[config.mk]
export PLATFORM = sky130hd
export DESIGN_NAME = union_find_controller
export DESIGN_NICKNAME = d
export VERILOG_FILES = /design/src/rtl/union_find_controller.sv
export SDC_FILE = /design/constraint.sdc
export NUM_CORES = 1
export LEC_CHECK = 0
export CAP_MARGIN = 20
export CORE_AREA = 5 5 95 97
export CTS_BUF_LIST = sky130_fd_sc_hd__clkbuf_4 sky130_fd_sc_hd__clkbuf_8
export DETAILED_ROUTE_END_ITERATION = 7
export DIE_AREA = 0 0 100 102
export PLACE_DENSITY = 0.81
export SLEW_MARGIN = 25
export SYNTH_ARGS = -nofsm -noshare
export SYNTH_HDL_FRONTEND = slang
export SYNTH_SLANG_ARGS = --single-unit
[constraint.sdc]
create_clock -name clk -period 2.14 [get_ports clk]
set_clock_uncertainty 0.15 [all_clocks]
set_input_delay 0.428 -clock clk [delete_from_list [all_inputs] [get_ports clk]]
set_output_delay 0.428 -clock clk [all_outputs]
set_load 0.005 [all_outputs]
[src/rtl/union_find_controller.sv]
// union_find_controller
//
// Command front end for the union-find parent-array memory. Accepts FIND and
// UNION commands, walks parent pointers one read at a time through the
// memory's single-cycle find/union port, and returns the resulting root. For
// a UNION of two distinct roots it links the higher index under the lower
// index, so the lower index always becomes the root.
//
// Ports
//   clk, reset            clock (rising edge), asynchronous active-low reset
//   cmd_valid/cmd_ready   command handshake; cmd_op 0 = FIND, 1 = UNION
//   cmd_a, cmd_b          FIND node / first UNION node, second UNION node
//   rsp_valid/rsp_ready   response handshake; rsp_root, rsp_merged, rsp_error
//   find_req/find_addr    one-cycle read strobe and address to the memory
//   find_data/find_ready  read data and completion pulse from the memory
//   union_req/union_addr/union_data  one-cycle write strobe, address, data
//   union_ready           write completion pulse from the memory
//   op_count              responses accepted, wraps at 16 bits
//   dbg_state             current FSM state encoding, for observation only
//
// Handshakes: a transfer happens on a rising edge where valid and ready are
// both high. The controller raises cmd_ready only in IDLE, and once
// rsp_valid is raised the response fields stay stable until rsp_ready.
module union_find_controller #(
    parameter int ADDR_W   = 6,
    parameter int MAX_HOPS = 63
) (
    input  logic              clk,
    input  logic              reset,
    input  logic              cmd_valid,
    output logic              cmd_ready,
    input  logic              cmd_op,
    input  logic [ADDR_W-1:0] cmd_a,
    input  logic [ADDR_W-1:0] cmd_b,
    output logic              rsp_valid,
    input  logic              rsp_ready,
    output logic [ADDR_W-1:0] rsp_root,
    output logic              rsp_merged,
    output logic              rsp_error,
    output logic              find_req,
    output logic [ADDR_W-1:0] find_addr,
    input  logic [ADDR_W-1:0] find_data,
    input  logic              find_ready,
    output logic              union_req,
    output logic [ADDR_W-1:0] union_addr,
    output logic [ADDR_W-1:0] union_data,
    input  logic              union_ready,
    output logic [15:0]       op_count,
    output logic [2:0]        dbg_state
);

    localparam int HOP_W = (MAX_HOPS < 1) ? 1 : $clog2(MAX_HOPS + 1);

    typedef enum logic [2:0] {
        IDLE     = 3'd0,
        RD_ISSUE = 3'd1,
        RD_WAIT  = 3'd2,
        WR_ISSUE = 3'd3,
        WR_WAIT  = 3'd4,
        RESP     = 3'd5
    } state_t;

    state_t            state, state_next;
    logic              op_q;      // latched command: 1 = UNION
    logic [ADDR_W-1:0] b_q;       // second UNION node, searched in phase B
    logic [ADDR_W-1:0] cur;       // node currently being read
    logic [HOP_W-1:0]  hops;      // pointer follows in the current search
    logic              phase_b;   // UNION: 0 = searching a, 1 = searching b
    logic [ADDR_W-1:0] ra;        // root of a, valid during phase B
    logic [ADDR_W-1:0] lo_q;      // surviving root of a merging UNION

    logic              at_root;
    logic              hop_limit;
    logic [ADDR_W-1:0] lo_root;
    logic [ADDR_W-1:0] hi_root;

    // A node is a root when it is its own parent. In phase B the two roots
    // are ra and cur; the lower index survives.
    always_comb begin
        at_root   = (find_data == cur);
        hop_limit = (hops == HOP_W'(MAX_HOPS));
        lo_root   = (ra < cur) ? ra : cur;
        hi_root   = (ra < cur) ? cur : ra;
    end

    // State register
    always_ff @(posedge clk or negedge reset) begin
        if (!reset) state <= IDLE;
        else        state <= state_next;
    end

    // Next-state logic
    always_comb begin
        state_next = state;
        case (state)
            IDLE:     if (cmd_valid) state_next = RD_ISSUE;
            RD_ISSUE: state_next = RD_WAIT;
            RD_WAIT: begin
                if (find_ready) begin
                    if (at_root) begin
                        if (!op_q)          state_next = RESP;
                        else if (!phase_b)  state_next = RD_ISSUE;
                        else if (ra == cur) state_next = RESP;
                        else                state_next = WR_ISSUE;
                    end else if (hop_limit) begin
                        state_next = RESP;
                    end else begin
                        state_next = RD_ISSUE;
                    end
                end
            end
            WR_ISSUE: state_next = WR_WAIT;
            WR_WAIT:  if (union_ready) state_next = RESP;
            RESP:     if (rsp_ready) state_next = IDLE;
            default:  state_next = IDLE;
        endcase
    end

    // Output decode from the state register
    always_comb begin
        cmd_ready = (state == IDLE);
        rsp_valid = (state == RESP);
        dbg_state = state;
    end

    // Datapath and registered memory strobes. The strobes are set on the
    // transition into their issue state, so each is high for exactly the one
    // cycle spent in RD_ISSUE / WR_ISSUE and the address buses read zero
    // otherwise.
    always_ff @(posedge clk or negedge reset) begin
        if (!reset) begin
            op_q       <= 1'b0;
            b_q        <= '0;
            cur        <= '0;
            hops       <= '0;
            phase_b    <= 1'b0;
            ra         <= '0;
            lo_q       <= '0;
            rsp_root   <= '0;
            rsp_merged <= 1'b0;
            rsp_error  <= 1'b0;
            find_req   <= 1'b0;
            find_addr  <= '0;
            union_req  <= 1'b0;
            union_addr <= '0;
            union_data <= '0;
            op_count   <= '0;
        end else begin
            find_req   <= 1'b0;
            find_addr  <= '0;
            union_req  <= 1'b0;
            union_addr <= '0;
            union_data <= '0;
            case (state)
                IDLE: begin
                    if (cmd_valid) begin
                        op_q      <= cmd_op;
                        b_q       <= cmd_b;
                        cur       <= cmd_a;
                        hops      <= '0;
                        phase_b   <= 1'b0;
                        find_req  <= 1'b1;
                        find_addr <= cmd_a;
                    end
                end
                RD_WAIT: begin
                    if (find_ready) begin
                        if (at_root) begin
                            if (!op_q) begin
                                rsp_root <= cur;
                            end else if (!phase_b) begin
                                ra        <= cur;
                                cur       <= b_q;
                                hops      <= '0;
                                phase_b   <= 1'b1;
                                find_req  <= 1'b1;
                                find_addr <= b_q;
                            end else if (ra == cur) begin
                                rsp_root   <= ra;
                                rsp_merged <= 1'b0;
                            end else begin
                                lo_q       <= lo_root;
                                union_req  <= 1'b1;
                                union_addr <= hi_root;
                                union_data <= lo_root;
                            end
                        end else if (hop_limit) begin
                            // Abort the search; no write follows an error.
                            rsp_error <= 1'b1;
                            rsp_root  <= cur;
                        end else begin
                            cur       <= find_data;
                            hops      <= hops + HOP_W'(1);
                            find_req  <= 1'b1;
                            find_addr <= find_data;
                        end
                    end
                end
                WR_WAIT: begin
                    if (union_ready) begin
                        rsp_root   <= lo_q;
                        rsp_merged <= 1'b1;
                    end
                end
                RESP: begin
                    if (rsp_ready) begin
                        op_count   <= op_count + 16'd1;
                        rsp_root   <= '0;
                        rsp_merged <= 1'b0;
                        rsp_error  <= 1'b0;
                    end
                end
                default: ;
            endcase
        end
    end

endmodule

==> summary.md <==
| Metric | Value |
|---|---|
| Endpoints failing setup | 26 |
| Tmin final | 2390 ps |
| IO Pins | 74 |
| Largest net degree at the start of global routing | 43 |
| Worst hold path endpoint | op_count[15] |
| ANT nets after route | 0 |
| Part of the power in registers | a little under a third |
| Kind of end point of the critical path | flop |
| Max clock buf depth | 2 |
| Commonest cells after routing, fill and taps aside | dfrtp_1, buf_4, clkdlybuf4s50_1 |
| GR Util All Layers | 20.7% |
| Fin worst setup slack | -245 ps |
| Failing checks | negative setup slack |
| CP Max Fanout | 5 |
| Clock latency on the worst-skew pair | 360 ps |
| Main area contributors after synthesis | dfrtp_1, mux2_2, mux2i_1, xnor2_1, nand2_1 |
| Setup Total Neg Slack | -2260 ps |
| Leak | 0.00265 uW |
| CTS H-tree depth | 3 |
| Terminus of the critical flop-to-flop path | rsp_root[0] |
| Hold/Removal Path Class | flop to flop |
| Min-Delay Startpoint | op_count[15] |
| Internal Pwr Total | 4350 uW |
| FF-to-FF path depth | 9 |
| Clock power frac | just under 20% |
| Die ar. | 0.0102 mm^2 |
| Most common cell after layout, fill and taps aside | dfrtp_1 |
| DP Area | 0.00509 mm^2 |
| Post-Layout Cell Count | 605 |
| Clock transition at path regs | 90 ps |
| Vias in the first global route | 3482 |
| Crit path DAT | ~2500 ps |
| Port Buffer Count | 73 |
| Drt drc | 0 |
| Share of cells above drive strength 1 | 30.4% |
| Synth Net Count | 382 |
| RSZ-0062 raised after global routing | yes |
| Reg2reg setup slack | -250 ps |
| TritonCTS Buffers | 9 |
| DIE HEIGHT | between 100 and 150 um |
| Mapped Avg Cell Area | approximately 11 um^2 |
| Drt initial violations | roughly 220 |
| VDD IR max | 0.691 mV |
| Core ar. | just over 0.008 mm^2 |
| Post-synth ARST share | 100% |
| Hold depth | 1 |
| Crit path kind | flop to flop |
| Cell count after placement | 573 |
| Vias | 3340 |
| CTS sink count | 79 |
| Total power | approximately 6800 uW |
| Global route overflow | 0 |
| Slew HR | around 60% |
| Final Max Slew Viols | 0 |
| Final WL | 11100 um |
| Part of the Yosys area used for sequential elements | between 50 and 60% |
| Worst slew pin tran | 606 ps |
| Fmax | ~420 MHz |
| CTS root buf | clkbuf_8 |
| CTS tree | built |
| Syn Std Cell Area | 0.00384 mm^2 |
| # fillers | 558 |
| Multi-input logic area | 0.00197 mm^2 |
| Main flop type after synthesis | dfrtp_1 |
| Area grow syn2layout | 49.8% |
| WL/cell | 18.3 um |
| Launch point of the worst reg-to-reg path | cur[2] |
| CP required | 2220 ps |
| Global-route wire length before repair | between 15000 and 20000 um |
| TritonRoute pass-1 iters | 4 |
| Final Instance Area | 0.00576 mm^2 |
| Switching Fraction | ~36% |
| Nets | between 500 and 600 |
| Synth Register Bits | just under 80 |
| EDFF count, synth | 0 |
| Sw Pwr | 2410 uW |
| Ant diodes | 0 |
| Final Hold Viols | 0 |
| Pwr/cell area | 1170 mW/mm^2 |
| Area leader, netlist | dfrtp_1 |
| RePlAce Congestion | 0.865 |
| Combinational power share | 49.5% |
| Initial antenna violation count | 0 |
| Row Count | 33 |
| Netlist cell types | 52 |
| Sequential cell area | 0.00198 mm^2 |
| Cell count after synthesis | between 300 and 400 |
| Final period utilization | 111% |
| Yosys top cell area share | 51.4% |
| Syn. warnings | 0 |
| Max-cap violations | 0 |
| Width of the chip | approximately 100 um |
| Place WS | -459 ps |
| Post-DP HPWL | 7080 um |
| Status | finished, violations left |
| Vias/cell | 5.52 |
| Initial Util | a little under half |
| Worst setup SP type | flop |
[power groups by stage]
stage / Clock (uW) / Sequential (uW) / Combinational, uW
final: 1340 / 2080 / 3350
after global routing: 1430 / 2120 / 3580
after CTS: 1350 / 2060 / 2950
after detailed placement: 0 / 2080 / 2600
after global placement: 0 / 2050 / 2510
after floorplan: 0 / 2070 / 1340
[repair_timing]
item | 4_1_cts | 5_1_grt
pin swaps | 9 | 13
endpoints found under the hold margin | 37 | 0
cloned | 0 | 1
setup endpoints to repair | 18 | 42
resized for setup | 30 | 23
hold buffers | 1 | 0
setup buffers | 8 | 6
[layer usage]
layer	routed length, um	global-route usage, %
met4	253	9.02
met2	5680	34.3
met5	0	0
met1	4590	26.7
met3	530	3.89
[area by class of cell]
| class | count | share of cell area [%] |
|---|---|---|
| tap | 105 | 2.28 |
| inverter | 23 | 1.50 |
| clock inverter | 6 | 1.89 |
| clock buffer | 10 | 2.28 |
| sequential | 79 | 34.3 |
| timing repair buffer | 148 | 23.6 |
| multi-input combinational | 234 | 34.1 |
[sequential cells by signal, indices dropped and copies added, names as in the netlist, 3 cells and up]
signal / count
rsp_root: 6
union_addr: 6
hops: 6
cur: 6
op_count: 16
b_q: 6
union_data: 6
dbg_state: 3
ra: 6
find_addr: 6
lo_q: 6
[stage by stage]
stage          hold WS, ps  util [%]
2_1_floorplan        -17.6         -
3_3_place_gp           264      63.2
3_5_place_dp           269      63.2
4_1_cts                322      69.0
5_1_grt                330      71.5
6_report               317      71.5
[cell usage after synthesis (3+ instances only)]
cell,count
nand3_1,7
a31oi_1,11
buf_4,3
nor3_1,4
xor2_1,5
nor2_1,25
nand2_1,30
o211ai_1,8
o31ai_1,6
a21oi_1,13
ha_1,8
nand4_1,13
nand2b_1,3
mux2_2,18
a22oi_1,6
a21o_1,4
nor3_2,3
mux2i_1,20
xnor2_1,18
inv_1,21
buf_2,6
dfrtp_1,79
[logic make-up after synthesis]
group                      count (synthesis)  share of synthesized area (%)
AOI/OAI and AO/OA                         63                           11.7
DFF                                       79                           51.4
muxes                                     38                           10.5
xor gates and xnor gates                  23                           5.24
adders and majority gates                  8                           2.60
buffers and inverters                     36                           4.39
and+or+nand+nor                          102                           14.2
[worst max-delay path by stage]
| stage | cells after the start | slack, ps | endpoint | startpoint |
|---|---|---|---|---|
| floorplan | 7 | -50 | rsp_root[0] | cur[4] |
| global placement | 6 | -350 | rsp_root[5] | find_data[4] |
| detailed placement | 6 | -460 | rsp_root[4] | find_data[1] |
| CTS | 7 | -130 | rsp_root[4] | ra[3] |
| global route | 9 | -280 | rsp_root[0] | cur[4] |
| finish | 9 | -250 | rsp_root[0] | cur[2] |
[critical path, stage by stage (launching register included)]
cell	delay, ps
dfrtp_1	390
inv_2	70
ha_4	260
and4_4	220
and4_4	230
o211ai_1	130
buf_4	190
a31oi_4	170
buf_12	150
mux2_4	300
No activity file was read; power rests on OpenSTA's default activity.
